===== src/rtl/jump_pkg.sv =====
// Shared encodings for the jump group: JPF modes, SKIPF codes, FSM states, instruction sizes.
// Pure declarations; no latency or backpressure of its own.
package jump_pkg;

    localparam logic [1:0] JPF_RB  = 2'b00;
    localparam logic [1:0] JPF_IND = 2'b01;
    localparam logic [1:0] JPF_S16 = 2'b10;
    localparam logic [1:0] JPF_JR  = 2'b11;

    localparam logic [1:0] SKIPF_ALW0 = 2'b00;
    localparam logic [1:0] SKIPF_ALW1 = 2'b01;
    localparam logic [1:0] SKIPF_CC   = 2'b10;
    localparam logic [1:0] SKIPF_NCC  = 2'b11;

    localparam int unsigned INSN_SIZE_SHORT = 2;
    localparam int unsigned INSN_SIZE_LONG  = 4;

    typedef enum logic [1:0] {
        ST_IDLE   = 2'd0,
        ST_EVAL   = 2'd1,
        ST_READ   = 2'd2,
        ST_COMMIT = 2'd3
    } state_t;

    function automatic logic cond_taken(input logic [1:0] skipf, input logic cc);
        return ~skipf[1] | (cc ^ skipf[0]);
    endfunction

endpackage


===== src/rtl/jump_link_stack.sv =====
// link_stack: DEPTH x WIDTH LIFO of return addresses; push/pop take effect at the clock edge.
// Zero-latency top-of-stack read; push when full and pop when empty are ignored.
module link_stack #(
    parameter int DEPTH = 8,
    parameter int WIDTH = 16
) (
    input  logic             CLK,
    input  logic             RESET,
    input  logic             i_push,
    input  logic             i_pop,
    input  logic [WIDTH-1:0] i_din,
    output logic [WIDTH-1:0] o_top,
    output logic             o_full,
    output logic             o_empty
);
    localparam int PTR_W = $clog2(DEPTH + 1);
    localparam int IDX_W = (DEPTH > 1) ? $clog2(DEPTH) : 1;

    logic [PTR_W-1:0] r_sp;
    logic [WIDTH-1:0] r_mem [DEPTH];
    logic [IDX_W-1:0] w_wr_idx;
    logic [IDX_W-1:0] w_rd_idx;

    assign o_full   = (r_sp == PTR_W'(DEPTH));
    assign o_empty  = (r_sp == '0);
    assign w_wr_idx = IDX_W'(r_sp);
    assign w_rd_idx = IDX_W'(r_sp - 1'b1);
    assign o_top    = r_mem[w_rd_idx];

    always_ff @(posedge CLK or posedge RESET) begin
        if (RESET) begin
            r_sp <= '0;
        end else if (i_push && !o_full) begin
            r_sp <= r_sp + 1'b1;
        end else if (i_pop && !o_empty) begin
            r_sp <= r_sp - 1'b1;
        end
    end

    // Storage needs no reset: entries are only read below the stack pointer.
    always_ff @(posedge CLK) begin
        if (i_push && !o_full) begin
            r_mem[w_wr_idx] <= i_din;
        end
    end

endmodule


===== src/rtl/jump_sequencer.sv =====
// Multi-cycle jump unit: condition eval, target fetch, PC/link update; JUMP_LINK_STACK_EN adds a return stack.
// Latency START->PC_LOAD 2 cycles, or 3+ with a read; MEM_RD held with stable MEM_ADDR until MEM_RDY.
module jump_sequencer
    import jump_pkg::*;
#(
    parameter int ADDR_W     = 16,
    parameter int NUM_CC     = 4,
    parameter int CCSEL_W    = $clog2(NUM_CC),
    parameter int LINK_DEPTH = 8
) (
    input  logic               CLK,
    input  logic               RESET,
    input  logic               START,
    input  logic               RET,
    input  logic [1:0]         SKIPF,
    input  logic [CCSEL_W-1:0] CCF,
    input  logic [1:0]         JPF,
    input  logic               JLF,
    input  logic [NUM_CC-1:0]  FLAGS,
    input  logic [ADDR_W-1:0]  PC,
    input  logic [ADDR_W-1:0]  REGB_DOUT,
    input  logic [ADDR_W-1:0]  MEM_DIN,
    input  logic               MEM_RDY,
    output logic               MEM_RD,
    output logic [ADDR_W-1:0]  MEM_ADDR,
    output logic               PC_LOAD,
    output logic [ADDR_W-1:0]  PC_NEXT,
    output logic               LINK_WE,
    output logic [ADDR_W-1:0]  LINK_DATA,
    output logic               BUSY,
    output logic               STACK_ERR
);
    if (LINK_DEPTH < 1) begin : g_bad_depth
        $error("LINK_DEPTH must be at least 1");
    end

    state_t              r_state;
    state_t              w_state_nxt;
    logic [ADDR_W-1:0]   r_pc;
    logic [ADDR_W-1:0]   r_regb;
    logic [NUM_CC-1:0]   r_flags;
    logic [1:0]          r_skipf;
    logic [1:0]          r_jpf;
    logic [CCSEL_W-1:0]  r_ccf;
    logic                r_jlf;
    logic                r_ret;
    logic                r_link;
    logic [ADDR_W-1:0]   r_mem_addr;
    logic [ADDR_W-1:0]   r_pc_next;
    logic [ADDR_W-1:0]   r_link_data;

    logic                w_cc;
    logic                w_taken;
    logic                w_need_read;
    logic [ADDR_W-1:0]   w_size;
    logic [ADDR_W-1:0]   w_pc_seq;
    logic [ADDR_W-1:0]   w_eval_next;
    logic [ADDR_W-1:0]   w_stk_top;
    logic                w_stk_empty;

    // Indices beyond the populated flags read as a false condition.
    always_comb begin
        w_cc = 1'b0;
        for (int i = 0; i < NUM_CC; i++) begin
            if (r_ccf == CCSEL_W'(i)) begin
                w_cc = r_flags[i];
            end
        end
    end

`ifdef JUMP_LINK_STACK_EN
    assign w_taken = cond_taken(r_skipf, w_cc);
`else
    assign w_taken = ~r_ret & cond_taken(r_skipf, w_cc);
`endif

    assign w_size      = (r_ret || !r_jpf[1]) ? ADDR_W'(INSN_SIZE_SHORT) : ADDR_W'(INSN_SIZE_LONG);
    assign w_pc_seq    = r_pc + w_size;
    assign w_need_read = w_taken & ~r_ret & (r_jpf != JPF_RB);

    always_comb begin
        w_eval_next = w_pc_seq;
        if (w_taken) begin
            if (r_ret) begin
                w_eval_next = w_stk_empty ? w_pc_seq : w_stk_top;
            end else begin
                w_eval_next = r_regb;
            end
        end
    end

    always_ff @(posedge CLK or posedge RESET) begin
        if (RESET) begin
            r_state <= ST_IDLE;
        end else begin
            r_state <= w_state_nxt;
        end
    end

    always_comb begin
        w_state_nxt = r_state;
        case (r_state)
            ST_IDLE:   if (START) w_state_nxt = ST_EVAL;
            ST_EVAL:   w_state_nxt = w_need_read ? ST_READ : ST_COMMIT;
            ST_READ:   if (MEM_RDY) w_state_nxt = ST_COMMIT;
            ST_COMMIT: w_state_nxt = ST_IDLE;
            default:   w_state_nxt = ST_IDLE;
        endcase
    end

    always_ff @(posedge CLK or posedge RESET) begin
        if (RESET) begin
            r_pc        <= '0;
            r_regb      <= '0;
            r_flags     <= '0;
            r_skipf     <= '0;
            r_jpf       <= '0;
            r_ccf       <= '0;
            r_jlf       <= 1'b0;
            r_ret       <= 1'b0;
            r_link      <= 1'b0;
            r_mem_addr  <= '0;
            r_pc_next   <= '0;
            r_link_data <= '0;
        end else begin
            case (r_state)
                ST_IDLE: begin
                    if (START) begin
                        r_pc    <= PC;
                        r_regb  <= REGB_DOUT;
                        r_flags <= FLAGS;
                        r_skipf <= SKIPF;
                        r_jpf   <= JPF;
                        r_ccf   <= CCF;
                        r_jlf   <= JLF;
                        r_ret   <= RET;
                    end
                end
                ST_EVAL: begin
                    // Returns never link; only forward jumps write/push a return address.
                    r_link      <= w_taken & r_jlf & ~r_ret;
                    r_link_data <= w_pc_seq;
                    if (w_need_read) begin
                        r_mem_addr <= (r_jpf == JPF_IND) ? r_regb : r_pc + ADDR_W'(INSN_SIZE_SHORT);
                    end else begin
                        r_pc_next <= w_eval_next;
                    end
                end
                ST_READ: begin
                    if (MEM_RDY) begin
                        r_pc_next <= (r_jpf == JPF_JR) ? r_pc + MEM_DIN : MEM_DIN;
                    end
                end
                default: ;
            endcase
        end
    end

    assign MEM_RD    = (r_state == ST_READ);
    assign MEM_ADDR  = r_mem_addr;
    assign PC_LOAD   = (r_state == ST_COMMIT);
    assign PC_NEXT   = r_pc_next;
    assign LINK_WE   = (r_state == ST_COMMIT) & r_link;
    assign LINK_DATA = r_link_data;
    assign BUSY      = (r_state != ST_IDLE);

`ifdef JUMP_LINK_STACK_EN
    logic w_push;
    logic w_pop;
    logic w_stk_full;
    logic w_stk_err_set;
    logic r_stack_err;

    assign w_push        = (r_state == ST_COMMIT) & r_link;
    assign w_pop         = (r_state == ST_EVAL) & r_ret & w_taken & ~w_stk_empty;
    assign w_stk_err_set = (w_push & w_stk_full)
                         | ((r_state == ST_EVAL) & r_ret & w_taken & w_stk_empty);

    link_stack #(
        .DEPTH (LINK_DEPTH),
        .WIDTH (ADDR_W)
    ) u_link_stack (
        .CLK     (CLK),
        .RESET   (RESET),
        .i_push  (w_push),
        .i_pop   (w_pop),
        .i_din   (r_link_data),
        .o_top   (w_stk_top),
        .o_full  (w_stk_full),
        .o_empty (w_stk_empty)
    );

    always_ff @(posedge CLK or posedge RESET) begin
        if (RESET) begin
            r_stack_err <= 1'b0;
        end else if (w_stk_err_set) begin
            r_stack_err <= 1'b1;
        end
    end

    assign STACK_ERR = r_stack_err;
`else
    assign w_stk_top   = '0;
    assign w_stk_empty = 1'b1;
    assign STACK_ERR   = 1'b0;
`endif

endmodule

===== config.mk =====
export PLATFORM = sky130hd
export DESIGN_NAME = jump_sequencer
export DESIGN_NICKNAME = d
export VERILOG_FILES = /design/src/rtl/jump_pkg.sv /design/src/rtl/jump_link_stack.sv /design/src/rtl/jump_sequencer.sv
export SDC_FILE = /design/constraint.sdc
export NUM_CORES = 1
export LEC_CHECK = 0
export CAP_MARGIN = 5
export CORE_UTILIZATION = 69
export DETAILED_ROUTE_END_ITERATION = 8
export DONT_BUFFER_PORTS = 1
export PLACE_DENSITY_LB_ADDON = 0.15
export SYNTH_ARGS = -nofsm -noshare
export SYNTH_HDL_FRONTEND = slang
export SYNTH_HIERARCHICAL = 1
export SYNTH_SLANG_ARGS = --single-unit

===== constraint.sdc =====
create_clock -name CLK -period 7.4 [get_ports CLK]
set_input_delay 0.74 -clock CLK [delete_from_list [all_inputs] [get_ports CLK]]
set_output_delay 0.74 -clock CLK [all_outputs]
set_load 0.05 [all_outputs]

After elaboration in Yosys (flattened, before gate mapping). Index checks and enable logic that the tools add are counted.

Multiplexer cells: 16. Reductions and logical operators: 11. Eq/ne operators: 11. $add $sub $neg: 3. Bitwise logic cells: 10.

Operators with widths (number): $mux W16 (6); $pmux W16 S2 (1); $add A16 B16 Y16 (1); $add A16 B2 Y16 const B (1); $add A16 B3 Y16 (1); $eq A2 B2 Y1 const B (5); $pmux W2 S4 (1); $and A1 B1 Y1 (6); $eq A2 B1 Y1 const B (3); $ne A2 B2 Y1 const B (3); $reduce_and A2 Y1 (3); $reduce_bool A2 Y1 (3); $mux W1 (5); $logic_not A2 Y1 (2); $mux W2 (2); $mux W3 (1); $reduce_and A3 Y1 (1); $not A1 Y1 (2); $logic_not A1 Y1 (1); $logic_or A1 B1 Y1 (1); $or A1 B1 Y1 (1); $xor A1 B1 Y1 (1).

Word-level logic and storage cells: 64. Bits of input ports: 64. Output and inout port bits: 53. Flip-flop bits (word level): 95.

Depth between registers and ports, before layout. Gate-level depths: netlist of run 1.

Word-level depth: 12. Gate-level depth with buffers: 11.

Worst setup path before layout of run 1. Ideal clock, no wire load.

Kind: input to register. Start: in MEM_DIN[0]. End: reg r_pc_next[14], in the netlist PC_NEXT[14]. Slack: 4.594 ns. Stages: 8. Setup time: 0.087 ns. Arrival: 2.719 ns. Buffers on the path: 0. Cells stage by stage: ha_1 > fa_1 > a211oi_1 > o21ai_0 > a211oi_1 > o221a_2 > o221ai_1 > o211ai_1.

Longest elaborated chain between the ends: 4.

Ends and longest elaborated chain: start, declared (line jump_sequencer.sv:22) `input logic [ADDR_W-1:0] MEM_DIN,`; $add A16 B16 Y16 (line jump_sequencer.sv:151) `r_pc_next <= (r_jpf == JPF_JR) ? r_pc + MEM_DIN : MEM_DIN;`; $mux W16 (line jump_sequencer.sv:151); $mux W16 (line jump_sequencer.sv:150) `if (MEM_RDY) begin`; $pmux W16 S2 (line jump_sequencer.sv:126) `case (r_state)`; end signal, assigned (line jump_sequencer.sv:146) `r_pc_next <= w_eval_next;`; end signal, assigned (line jump_sequencer.sv:151); end, declared (line jump_sequencer.sv:49) `logic [ADDR_W-1:0] r_pc_next;`.

Every way passes these cells. The select of a mux whose other input is x is not followed. A chain may end at the register's enable or synchronous reset.

Worst setup path after layout of run 1.
Start: reg r_pc[0]. End: reg r_pc_next[14], in the netlist PC_NEXT[14].

Longest elaborated chain between the ends: 5.

Ends and longest elaborated chain: start, declared (line jump_sequencer.sv:39) `logic [ADDR_W-1:0] r_pc;`; start signal, assigned (line jump_sequencer.sv:113) `r_pc <= '0;`; start signal, assigned (line jump_sequencer.sv:129) `r_pc <= PC;`; $add A16 B3 Y16 (line jump_sequencer.sv:78) `assign w_pc_seq = r_pc + w_size;`; $mux W16 (line jump_sequencer.sv:84) `if (r_ret) begin`; $mux W16 (line jump_sequencer.sv:83) `if (w_taken) begin`; $mux W16 (line jump_sequencer.sv:143) `if (w_need_read) begin`; $pmux W16 S2 * (line jump_sequencer.sv:126).

Every way passes the cells marked *; elsewhere a longest branch is shown, timed or not. The select of a mux whose other input is x is not followed.

==> impl_metrics.xml, run 1 <==
<?xml version="1.0" encoding="UTF-8"?>
<metrics>
  <group name="outcome">
    <metric name="outcome" unit="">complete, no violations</metric>
  </group>
  <group name="synth">
    <metric name="synth_edf_count" unit="">0</metric>
    <metric name="synth-seq-area-share" unit="">0.4172</metric>
    <metric name="async_flop_share" unit="">1.000</metric>
    <metric name="synth_top_area_frac" unit="">0.4172</metric>
    <metric name="ys_dominant_reg_cell" unit="">sky130_fd_sc_hd__dfrtp_1</metric>
    <metric name="postSynthCellCount" unit="">580</metric>
    <metric name="mappedNetlistNets" unit="">669</metric>
    <metric name="avgSynthCellArea" unit="um^2">9.824</metric>
    <metric name="ys_top_cells_by_count" unit="">sky130_fd_sc_hd__dfrtp_1, sky130_fd_sc_hd__nand2_1, sky130_fd_sc_hd__mux2_2, sky130_fd_sc_hd__a21oi_1, sky130_fd_sc_hd__o21ai_0</metric>
    <metric name="number_of_warnings_issued_by_yosys" unit="">6</metric>
    <metric name="synth.ff_latch_count" unit="">95</metric>
    <metric name="synth_cell_types" unit="">61</metric>
    <metric name="netlist_area" unit="um^2">5698</metric>
    <metric name="ranking_of_synthesized_cells_by_area" unit="">sky130_fd_sc_hd__dfrtp_1, sky130_fd_sc_hd__mux2_2, sky130_fd_sc_hd__ha_1, sky130_fd_sc_hd__mux2i_1, sky130_fd_sc_hd__xnor2_1</metric>
    <metric name="synth_most_common_cell" unit="">sky130_fd_sc_hd__dfrtp_1</metric>
    <metric name="synth.largest_area_cell" unit="">sky130_fd_sc_hd__dfrtp_1</metric>
  </group>
  <group name="cells_and_area">
    <metric name="synthToLayoutAreaGrowth" unit="%">3.228</metric>
    <metric name="final_net_count" unit="">652</metric>
    <metric name="area_of_the_multi_input_gates" unit="um^2">3069</metric>
    <metric name="ff_latch_area" unit="um^2">2377</metric>
    <metric name="num-fill-cells" unit="">553</metric>
    <metric name="post_route_cells_drive_above_1_share" unit="">0.1499</metric>
  </group>
  <group name="floorplanning">
    <metric name="chipHeight" unit="um">92.88</metric>
    <metric name="placement_rows" unit="">32</metric>
    <metric name="design.core.area" unit="um^2">7848</metric>
    <metric name="ioPinCount" unit="">117</metric>
    <metric name="dieWidth" unit="um">92.88</metric>
    <metric name="die_area" unit="um^2">8626</metric>
    <metric name="initial_core_util" unit="">0.7261</metric>
  </group>
  <group name="place">
    <metric name="placement.io_buffers" unit="">0</metric>
    <metric name="finalWeightedCongestion" unit="">0.9362</metric>
    <metric name="place.detailed.hpwl" unit="um">10100</metric>
  </group>
  <group name="drt">
    <metric name="detailroute.via_count" unit="">4417</metric>
    <metric name="drt.antenna.violating_nets" unit="">0</metric>
    <metric name="drt-pass1-iter-count" unit="">5</metric>
    <metric name="first_iter_violations" unit="">245</metric>
    <metric name="drt-total-wl" unit="um">13760</metric>
    <metric name="highest_layer" unit="">met5</metric>
    <metric name="met2_length" unit="um">7098</metric>
    <metric name="detailroute.wirelength.met3" unit="um">1149</metric>
    <metric name="detail_route.wl_per_cell" unit="um">20.54</metric>
    <metric name="vias_per_cell" unit="">6.593</metric>
    <metric name="detail_route.wirelength.met1" unit="um">5178</metric>
    <metric name="remaining_drc_errors" unit="">0</metric>
  </group>
  <group name="worst_setup_path">
    <metric name="sort_of_element_at_the_end_of_the_critical_path" unit="">register</metric>
    <metric name="slowest_delay" unit="ns">0.57</metric>
    <metric name="critical_path.cell_chain" unit="">ha_1 &gt; fa_1 &gt; a211oi_1 &gt; o21ai_0 &gt; a211oi_1 &gt; o221a_2 &gt; o221ai_1 &gt; o211ai_1</metric>
    <metric name="worst_path_arrival_time" unit="ns">3.22</metric>
    <metric name="critPathTopFamily" unit="">compound AO/OA/AOI/OAI gates</metric>
    <metric name="cp_data_required_time" unit="ns">7.69</metric>
    <metric name="critical_path_slowest_stage_cell" unit="">sky130_fd_sc_hd__a211oi_1</metric>
    <metric name="most_frequent_cell_on_the_critical_path" unit="">sky130_fd_sc_hd__a211oi_1</metric>
    <metric name="crit_path_buffers_inverters" unit="">0</metric>
    <metric name="worst-path-max-fanout" unit="">5</metric>
    <metric name="setup.worst_path.class" unit="">register to register</metric>
    <metric name="setup.worst_path.start_class" unit="">register</metric>
  </group>
  <group name="sta">
    <metric name="setup-tns-final" unit="ns">0</metric>
    <metric name="final.min_clock_period" unit="ns">2.921</metric>
    <metric name="layout_worst_path_cycle_share" unit="">0.3948</metric>
    <metric name="grt_setup_unrepaired" unit="">no</metric>
    <metric name="worst_slew_pin_slew" unit="ns">1.122</metric>
    <metric name="final_hold_viol_count" unit="">0</metric>
    <metric name="slew_headroom" unit="">0.2496</metric>
    <metric name="final-setup-viol-count" unit="">0</metric>
    <metric name="finalMaxSlewViolations" unit="">0</metric>
    <metric name="clock.fmax" unit="MHz">342.3</metric>
    <metric name="finalClockSkew" unit="ns">0.007137</metric>
  </group>
  <group name="clock_tree">
    <metric name="cts_inserted_buffers" unit="">9</metric>
    <metric name="cts.repair.resized" unit="">0</metric>
    <metric name="cts_post_setup_buffers_inserted" unit="">0</metric>
    <metric name="clock_sink_count" unit="">95</metric>
    <metric name="clk-insertion-delay-late" unit="ns">0.38</metric>
    <metric name="clock-root-buffer" unit="">sky130_fd_sc_hd__clkbuf_8</metric>
    <metric name="tritoncts_clock_tree" unit="">built</metric>
    <metric name="holdBufCountCts" unit="">0</metric>
    <metric name="clock_path_buffers" unit="">2</metric>
    <metric name="clk_transition_reported_paths" unit="ns">0.10</metric>
    <metric name="htree_num_levels" unit="">3</metric>
  </group>
  <group name="global_routing">
    <metric name="grtUsageTotal" unit="">0.3324</metric>
    <metric name="number_of_antenna_violations_at_the_first_check_in_global_routing" unit="">1</metric>
    <metric name="grt_pass1_wl" unit="um">21740</metric>
    <metric name="grt_remaining_overflow" unit="">0</metric>
    <metric name="grt_max_degree" unit="">52</metric>
    <metric name="first_global_vias" unit="">4423</metric>
  </group>
  <group name="run">
    <metric name="max-cap-violations" unit="">0</metric>
  </group>
  <group name="min_path">
    <metric name="holdCritPathClass" unit="">input port to asynchronous set/reset pin</metric>
  </group>
</metrics>
worst paths after layout:
check                                  start          end  slack (ns)  depth (start not counted)
max in group asynchronous              RESET    r_regb[3]        5.93                          2
worst min-delay path                   RESET  MEM_ADDR[5]        0.34                          1
worst min register to register         r_jlf        r_jlf        0.53                          1
worst max-delay path                 r_pc[0]  PC_NEXT[14]        4.48                          8
min in group CLK                REGB_DOUT[7]    r_regb[7]        0.50                          1
worst max register to register       r_pc[0]  PC_NEXT[14]        4.48                          8
registers in the layout, summed over array words and instances (netlist names):
| signal | cells |
|---|---|
| r_regb | 16 |
| r_pc | 16 |
| MEM_ADDR | 16 |
| r_skipf | 2 |
| r_state | 2 |
| r_jpf | 2 |
| r_link | 1 |
| LINK_DATA | 16 |
| r_flags | 4 |
| r_jlf | 1 |
| r_ccf | 2 |
| PC_NEXT | 16 |
| r_ret | 1 |
layer usage:
layer | up-vias | global-route usage
met5 | - | 0
li1 | 2035 | -
met3 | 27 | 0.08046
met1 | 2152 | 0.3996
met4 | 2 | 0.1333
met2 | 201 | 0.5717
layout by cell type (no fill, tap or decap), types with 4 or more instances in the layout:
| cell type | n |
|---|---|
| sky130_fd_sc_hd__a211oi_1 | 8 |
| sky130_fd_sc_hd__a21o_1 | 4 |
| sky130_fd_sc_hd__a21oi_1 | 41 |
| sky130_fd_sc_hd__buf_4 | 4 |
| sky130_fd_sc_hd__clkbuf_8 | 9 |
| sky130_fd_sc_hd__dfrtp_1 | 95 |
| sky130_fd_sc_hd__ha_1 | 23 |
| sky130_fd_sc_hd__inv_1 | 27 |
| sky130_fd_sc_hd__mux2_2 | 52 |
| sky130_fd_sc_hd__mux2i_1 | 22 |
| sky130_fd_sc_hd__nand2_1 | 52 |
| sky130_fd_sc_hd__nand3_1 | 16 |
| sky130_fd_sc_hd__nand3b_1 | 5 |
| sky130_fd_sc_hd__nand4_1 | 4 |
| sky130_fd_sc_hd__nor2_1 | 39 |
| sky130_fd_sc_hd__nor3_1 | 11 |
| sky130_fd_sc_hd__nor4_1 | 6 |
| sky130_fd_sc_hd__o21a_1 | 5 |
| sky130_fd_sc_hd__o21ai_0 | 40 |
| sky130_fd_sc_hd__o21ai_1 | 6 |
| sky130_fd_sc_hd__o22ai_1 | 4 |
| sky130_fd_sc_hd__xnor2_1 | 25 |
| sky130_fd_sc_hd__xor2_1 | 8 |
cell type report:
| type | count | area share |
|---|---|---|
| multi-input cells | 425 | 0.5218 |
| clock inverters | 6 | 0.007658 |
| diodes | 1 | 0.0004254 |
| repair buffers | 4 | 0.005105 |
| well taps | 102 | 0.02170 |
| inverters | 28 | 0.01808 |
| flip-flops and latches | 95 | 0.4042 |
| clock buffers | 9 | 0.02106 |
logic make-up (layout without fill, tap and decap cells):
logic type	Yosys count	after routing	synth area share
flops	95	95	0.4172
buf+inv	60	47	0.04501
mux	76	76	0.1480
xor+xnor	34	34	0.05358
fa+ha+maj	25	25	0.05753
simple gates	147	147	0.1168
other cells	1	2	0.0006581
compound gates	142	142	0.1612
stage by stage:
stage               area [um^2]  setup slack, ns  cells  hold slack (ns)  utilization
finish                     5882            4.479    670           0.3401       0.7495
global route               5879            4.197    669           0.4230       0.7492
CTS                        5879            4.539    669           0.3741       0.7492
detailed placement         5710            4.259    654           0.5066       0.7277
global placement           5710            4.311    654           0.4916       0.7277
floorplan                  5698            4.183    580           0.4723            -
Power of run 1 is left out: the tool's default activity adds up to more than one toggle a clock period on the data nets, which glitch-free logic cannot reach.
==> inputs of run 2 (changes only) <==
Settings changed: CORE_UTILIZATION 69 to 58.
Clock period 7.4 ns to 2.4 ns, I/O delays scaled along.
==> impl_metrics.xml, run 2 (synthesis gave the netlist of run 1 again) <==
<?xml version="1.0" encoding="UTF-8"?>
<metrics>
  <group name="clock_tree">
    <metric name="clock_path_buffers" unit="">2</metric>
    <metric name="clk_transition_reported_paths" unit="ns">0.10</metric>
    <metric name="htree_num_levels" unit="">3</metric>
    <metric name="clk-insertion-delay-late" unit="ns">0.37</metric>
    <metric name="tritoncts_clock_tree" unit="">built</metric>
    <metric name="cts_inserted_buffers" unit="">9</metric>
    <metric name="clock_sink_count" unit="">95</metric>
    <metric name="clock-root-buffer" unit="">sky130_fd_sc_hd__clkbuf_8</metric>
  </group>
  <group name="cells_and_area">
    <metric name="post-route-cell-area" unit="um^2">6467</metric>
    <metric name="num-fill-cells" unit="">788</metric>
    <metric name="layout.cells.most_common_list" unit="">sky130_fd_sc_hd__dfrtp_1, sky130_fd_sc_hd__mux2_2, sky130_fd_sc_hd__nand2_1</metric>
    <metric name="layout_commonest_cell" unit="">sky130_fd_sc_hd__dfrtp_1</metric>
    <metric name="synthToLayoutAreaGrowth" unit="%">13.50</metric>
    <metric name="post_route_cells_drive_above_1_share" unit="">0.2215</metric>
    <metric name="final_net_count" unit="">707</metric>
  </group>
  <group name="drt">
    <metric name="first_iter_violations" unit="">200</metric>
    <metric name="drt-total-wl" unit="um">14550</metric>
    <metric name="detailroute.via_count" unit="">4507</metric>
    <metric name="drt-pass1-iter-count" unit="">4</metric>
    <metric name="drt.antenna.violating_nets" unit="">0</metric>
    <metric name="remaining_drc_errors" unit="">0</metric>
    <metric name="vias_per_cell" unit="">5.977</metric>
    <metric name="detail_route.wl_per_cell" unit="um">19.30</metric>
  </group>
  <group name="floorplanning">
    <metric name="initial_core_util" unit="">0.6080</metric>
    <metric name="placement_rows" unit="">35</metric>
    <metric name="design.core.area" unit="um^2">9371</metric>
    <metric name="chipHeight" unit="um">101.1</metric>
    <metric name="ioPinCount" unit="">117</metric>
    <metric name="die_area" unit="um^2">10220</metric>
    <metric name="dieWidth" unit="um">101.1</metric>
  </group>
  <group name="worst_setup_path">
    <metric name="slowest_delay" unit="ns">0.48</metric>
    <metric name="r2r-start" unit="">r_pc[1]</metric>
    <metric name="worst_path_arrival_time" unit="ns">2.62</metric>
    <metric name="critical_path.cell_chain" unit="">ha_1 &gt; a211o_1 &gt; a21oi_1 &gt; buf_4 &gt; a2111oi_2 &gt; o22ai_1 &gt; a211o_1 &gt; nand3_1</metric>
    <metric name="setup.worst_path.start_class" unit="">register</metric>
    <metric name="critical_path_slowest_stage_cell" unit="">sky130_fd_sc_hd__dfrtp_1</metric>
    <metric name="crit_start" unit="">r_pc[1]</metric>
    <metric name="setup.worst_path.class" unit="">register to register</metric>
    <metric name="most_frequent_cell_on_the_critical_path" unit="">sky130_fd_sc_hd__a211o_1</metric>
    <metric name="cp_data_required_time" unit="ns">2.70</metric>
    <metric name="sort_of_element_at_the_end_of_the_critical_path" unit="">register</metric>
    <metric name="worst-path-max-fanout" unit="">5</metric>
  </group>
  <group name="place">
    <metric name="place.detailed.hpwl" unit="um">11140</metric>
    <metric name="finalWeightedCongestion" unit="">0.8893</metric>
    <metric name="placement.io_buffers" unit="">0</metric>
    <metric name="postPlaceCellArea" unit="um^2">6097</metric>
  </group>
  <group name="sta">
    <metric name="clock.fmax" unit="MHz">431.8</metric>
    <metric name="layout_worst_path_cycle_share" unit="">0.9650</metric>
    <metric name="final.min_clock_period" unit="ns">2.316</metric>
    <metric name="grt_setup_unrepaired" unit="">yes</metric>
    <metric name="finalClockSkew" unit="ns">0.01108</metric>
    <metric name="finalMaxSlewViolations" unit="">0</metric>
    <metric name="slew_headroom" unit="">0.6161</metric>
    <metric name="final_hold_viol_count" unit="">0</metric>
    <metric name="final-setup-viol-count" unit="">0</metric>
    <metric name="worst_slew_pin_slew" unit="ns">0.5745</metric>
  </group>
  <group name="outcome">
    <metric name="outcome" unit="">complete, no violations</metric>
  </group>
  <group name="run">
    <metric name="max-cap-violations" unit="">0</metric>
  </group>
  <group name="global_routing">
    <metric name="grtUsageTotal" unit="">0.2963</metric>
    <metric name="grt_remaining_overflow" unit="">0</metric>
    <metric name="grt_pass1_wl" unit="um">22600</metric>
    <metric name="grt_max_degree" unit="">41</metric>
    <metric name="number_of_antenna_violations_at_the_first_check_in_global_routing" unit="">1</metric>
    <metric name="first_global_vias" unit="">4502</metric>
  </group>
  <group name="min_path">
    <metric name="holdCritPathClass" unit="">input port to register</metric>
    <metric name="hold_path_startpoint" unit="">REGB_DOUT[8]</metric>
  </group>
</metrics>
-- run 2: changes by cell type in the layout (fill, tap and decap cells not counted), moves of 2 or more --
cell                            before  now
sky130_fd_sc_hd__buf_4               4   45
sky130_fd_sc_hd__clkinv_2            2    0
sky130_fd_sc_hd__dlygate4sd3_1       0   10
sky130_fd_sc_hd__a211oi_2            0    2
sky130_fd_sc_hd__buf_12              0    4
sky130_fd_sc_hd__fa_2                0    2
sky130_fd_sc_hd__clkinvlp_4          3    5
sky130_fd_sc_hd__fa_1                2    0
sky130_fd_sc_hd__a211oi_1            8    6
-- run 2: area by class of cell --
class	instances	area [um^2]	area share
clock inverters	6	68.82	0.01064
clock buffers	10	127.6	0.01973
inverters	28	108.9	0.01683
flip-flops and latches	95	2377	0.3676
repair buffers	59	518.0	0.08009
well taps	129	161.4	0.02496
multi-input cells	425	3100	0.4794
diodes	2	5.005	0.0007738
-- run 2: final timing paths --
path                               end  slack (ns)  cells past startpoint
hold reg to reg                  r_jlf        0.52                      1
min in group asynchronous  MEM_ADDR[0]        0.37                      2
hold / removal               r_regb[8]        0.01                      1
setup / recovery           PC_NEXT[15]        0.08                      8
max in group asynchronous     r_pc[15]        1.27                      3
setup reg to reg           PC_NEXT[15]        0.08                      8
-- run 2: metrics by stage --
| stage | setup TNS, ns | std cells | hold WS (ns) | worst slack (ns) | util |
|---|---|---|---|---|---|
| 6_report | 0 | 754 | 0.01027 | 0.08391 | 0.6901 |
| 5_1_grt | -0.09978 | 752 | 0.0001898 | -0.04322 | 0.6896 |
| 4_1_cts | 0 | 747 | 0.00008843 | 0.03367 | 0.6814 |
| 3_5_place_dp | -0.2335 | 722 | 0.1719 | -0.1280 | 0.6506 |
| 3_3_place_gp | -0.1023 | 722 | 0.1650 | -0.06338 | 0.6506 |
| 2_1_floorplan | 0 | 580 | 0.3874 | 0.04423 | - |
-- run 2: worst max-delay path: cells and delay by family, from the launching register on --
kind,cells,cell delay [ns]
AND/OR/NAND/NOR,1,0.07
buffers and inverters,1,0.15
AO/OA/AOI/OAI,5,1.20
adder cells (fa/ha/maj),1,0.35
flip-flops,1,0.48
-- run 2: timing repair --
item / in CTS / in global routing
setup endpoints to repair: 3 / 9
endpoints found under the hold margin: 24 / 2
setup buffers: 1 / 3
hold buffers: 8 / 2
pin swaps: 2 / 3
resized for setup: 2 / 7
-- run 2: layer usage --
metal	GRT usage	vias up	share of wire	routed length, um
met5	0	-	0	0
met4	0.1717	0	0.040	575
met3	0.06727	39	0.072	1041
met2	0.5018	131	0.49	7161
met1	0.3461	2190	0.40	5775
li1	-	2147	-	-
Power of run 2 is left out for the same reason.
==> inputs of run 3 (changes only) <==
Settings changed: CAP_MARGIN 5 to 15, HOLD_SLACK_MARGIN from default to 0.03.
==> impl_metrics.xml, run 3 (synthesis gave the netlist of run 1 again) <==
<?xml version="1.0" encoding="UTF-8"?>
<metrics>
  <group name="drt">
    <metric name="detail_route.wl_per_cell" unit="um">18.86</metric>
    <metric name="drt.antenna.violating_nets" unit="">0</metric>
    <metric name="drt-pass1-iter-count" unit="">5</metric>
    <metric name="remaining_drc_errors" unit="">0</metric>
    <metric name="detailroute.via_count" unit="">4755</metric>
    <metric name="vias_per_cell" unit="">6.019</metric>
    <metric name="drt-total-wl" unit="um">14900</metric>
    <metric name="first_iter_violations" unit="">195</metric>
  </group>
  <group name="clock_tree">
    <metric name="clk_transition_reported_paths" unit="ns">0.10</metric>
    <metric name="clock_path_buffers" unit="">2</metric>
    <metric name="tritoncts_clock_tree" unit="">built</metric>
    <metric name="clock_sink_count" unit="">95</metric>
    <metric name="htree_num_levels" unit="">3</metric>
    <metric name="clock-root-buffer" unit="">sky130_fd_sc_hd__clkbuf_8</metric>
    <metric name="cts_inserted_buffers" unit="">9</metric>
    <metric name="clk-insertion-delay-late" unit="ns">0.37</metric>
  </group>
  <group name="run">
    <metric name="max-cap-violations" unit="">0</metric>
  </group>
  <group name="worst_setup_path">
    <metric name="critical_path_slowest_stage_cell" unit="">sky130_fd_sc_hd__fa_1</metric>
    <metric name="setup.worst_path.start_class" unit="">register</metric>
    <metric name="ff2ff_setup_slack" unit="ns">0.09</metric>
    <metric name="r2r-start" unit="">r_pc[0]</metric>
    <metric name="setup.worst_path.class" unit="">register to register</metric>
    <metric name="worst-path-max-fanout" unit="">4</metric>
    <metric name="critical_r2r_capture" unit="">PC_NEXT[10]</metric>
    <metric name="worst_r2r_path_depth" unit="">10</metric>
    <metric name="worst_path_arrival_time" unit="ns">2.60</metric>
    <metric name="slowest_delay" unit="ns">0.40</metric>
    <metric name="critical_path.cell_chain" unit="">ha_1 &gt; fa_1 &gt; a211oi_2 &gt; o21ai_2 &gt; a211oi_2 &gt; buf_4 &gt; buf_4 &gt; xnor2_1 &gt; mux2i_1 &gt; a22oi_1</metric>
    <metric name="cp_data_required_time" unit="ns">2.69</metric>
    <metric name="sort_of_element_at_the_end_of_the_critical_path" unit="">register</metric>
  </group>
  <group name="floorplanning">
    <metric name="chipHeight" unit="um">101.1</metric>
    <metric name="design.core.area" unit="um^2">9371</metric>
    <metric name="ioPinCount" unit="">117</metric>
    <metric name="dieWidth" unit="um">101.1</metric>
    <metric name="initial_core_util" unit="">0.6080</metric>
    <metric name="placement_rows" unit="">35</metric>
    <metric name="die_area" unit="um^2">10220</metric>
  </group>
  <group name="min_path">
    <metric name="hold_path_startpoint" unit="">MEM_DIN[10]</metric>
    <metric name="hold_path_cell_cnt" unit="">2</metric>
    <metric name="hold_path_end" unit="">PC_NEXT[10]</metric>
    <metric name="holdCritPathClass" unit="">input port to register</metric>
  </group>
  <group name="sta">
    <metric name="clock.fmax" unit="MHz">432.7</metric>
    <metric name="layout_worst_path_cycle_share" unit="">0.9629</metric>
    <metric name="grt_setup_unrepaired" unit="">yes</metric>
    <metric name="final_hold_viol_count" unit="">0</metric>
    <metric name="worst_slew_pin_slew" unit="ns">0.5946</metric>
    <metric name="setup-tns-final" unit="ns">0</metric>
    <metric name="final-setup-viol-count" unit="">0</metric>
    <metric name="finalClockSkew" unit="ns">0.01079</metric>
    <metric name="final.min_clock_period" unit="ns">2.311</metric>
    <metric name="finalMaxSlewViolations" unit="">0</metric>
    <metric name="timing.hold.ws" unit="ns">0.09848</metric>
    <metric name="slew_headroom" unit="">0.6027</metric>
  </group>
  <group name="cells_and_area">
    <metric name="num_antenna_cells" unit="">0</metric>
    <metric name="finalNonFillerCells" unit="">790</metric>
    <metric name="layout.cells.most_common_list" unit="">sky130_fd_sc_hd__dfrtp_1, sky130_fd_sc_hd__mux2_2, sky130_fd_sc_hd__nand2_1</metric>
    <metric name="final_net_count" unit="">745</metric>
    <metric name="post-route-cell-area" unit="um^2">6857</metric>
    <metric name="area_of_the_multi_input_gates" unit="um^2">3114</metric>
    <metric name="num-fill-cells" unit="">720</metric>
    <metric name="layout_commonest_cell" unit="">sky130_fd_sc_hd__dfrtp_1</metric>
    <metric name="synthToLayoutAreaGrowth" unit="%">20.33</metric>
    <metric name="ff_latch_area" unit="um^2">2377</metric>
    <metric name="post_route_cells_drive_above_1_share" unit="">0.2088</metric>
  </group>
  <group name="place">
    <metric name="place.detailed.hpwl" unit="um">11140</metric>
    <metric name="placedCellCount" unit="">722</metric>
    <metric name="placement.io_buffers" unit="">0</metric>
    <metric name="postPlaceCellArea" unit="um^2">6097</metric>
    <metric name="finalWeightedCongestion" unit="">0.8893</metric>
  </group>
  <group name="global_routing">
    <metric name="number_of_antenna_violations_at_the_first_check_in_global_routing" unit="">0</metric>
    <metric name="grtUsageTotal" unit="">0.3049</metric>
    <metric name="grt_max_degree" unit="">41</metric>
    <metric name="first_global_vias" unit="">4705</metric>
    <metric name="grt_remaining_overflow" unit="">0</metric>
    <metric name="grt_pass1_wl" unit="um">23430</metric>
  </group>
  <group name="outcome">
    <metric name="outcome" unit="">complete, no violations</metric>
  </group>
</metrics>
==> run 3: per-stage QoR <==
stage	utilization	worst slack [ns]
floorplan	-	0.04423
global placement	0.6506	-0.06338
detailed placement	0.6506	-0.1280
CTS	0.7242	0.03367
global route	0.7316	-0.05936
finish	0.7316	0.08897
==> run 3: how the worst max path moves through the flow <==
stage                  from     endpoint  cells after the start
floorplan             r_ret  PC_NEXT[15]                     11
global placement    r_pc[0]  PC_NEXT[10]                      9
detailed placement  r_pc[0]  PC_NEXT[10]                      9
CTS                 r_pc[0]  PC_NEXT[10]                     10
global route        r_pc[0]  PC_NEXT[10]                     10
finish              r_pc[0]  PC_NEXT[10]                     10
==> run 3: layout make-up <==
class / instances / share of cell area
multi-input combinational: 425 / 0.4542
sequential: 95 / 0.3467
inverter: 28 / 0.01588
clock buffer: 10 / 0.01861
tap: 129 / 0.02354
timing repair buffer: 97 / 0.1310
clock inverter: 6 / 0.01004
==> run 3: critical path: cells and delay by family (launching register included) <==
family                   cells  cell delay [ns]
AO/OA/AOI/OAI                4             0.76
XOR/XNOR                     1             0.11
adder cells (fa/ha/maj)      2             0.61
buffers and inverters        2             0.26
flip-flops                   1             0.39
multiplexers                 1             0.10
==> run 3: repair_timing <==
action	4_1_cts	5_1_grt
gates cloned	0	0
hold endpoints to repair	64	0
endpoints found under the setup margin	3	9
pin swaps	2	2
resized for setup	2	8
hold buffers	48	0
setup buffers	1	3
==> run 3: layer usage <==
metal / part of all wire / track usage / vias to the layer above
met5: 0 / 0 / -
met4: 0.044 / 0.1683 / 0
met3: 0.062 / 0.06033 / 43
met2: 0.50 / 0.5212 / 166
met1: 0.40 / 0.3614 / 2326
li1: - / - / 2220
Power of run 3 is left out for the same reason.
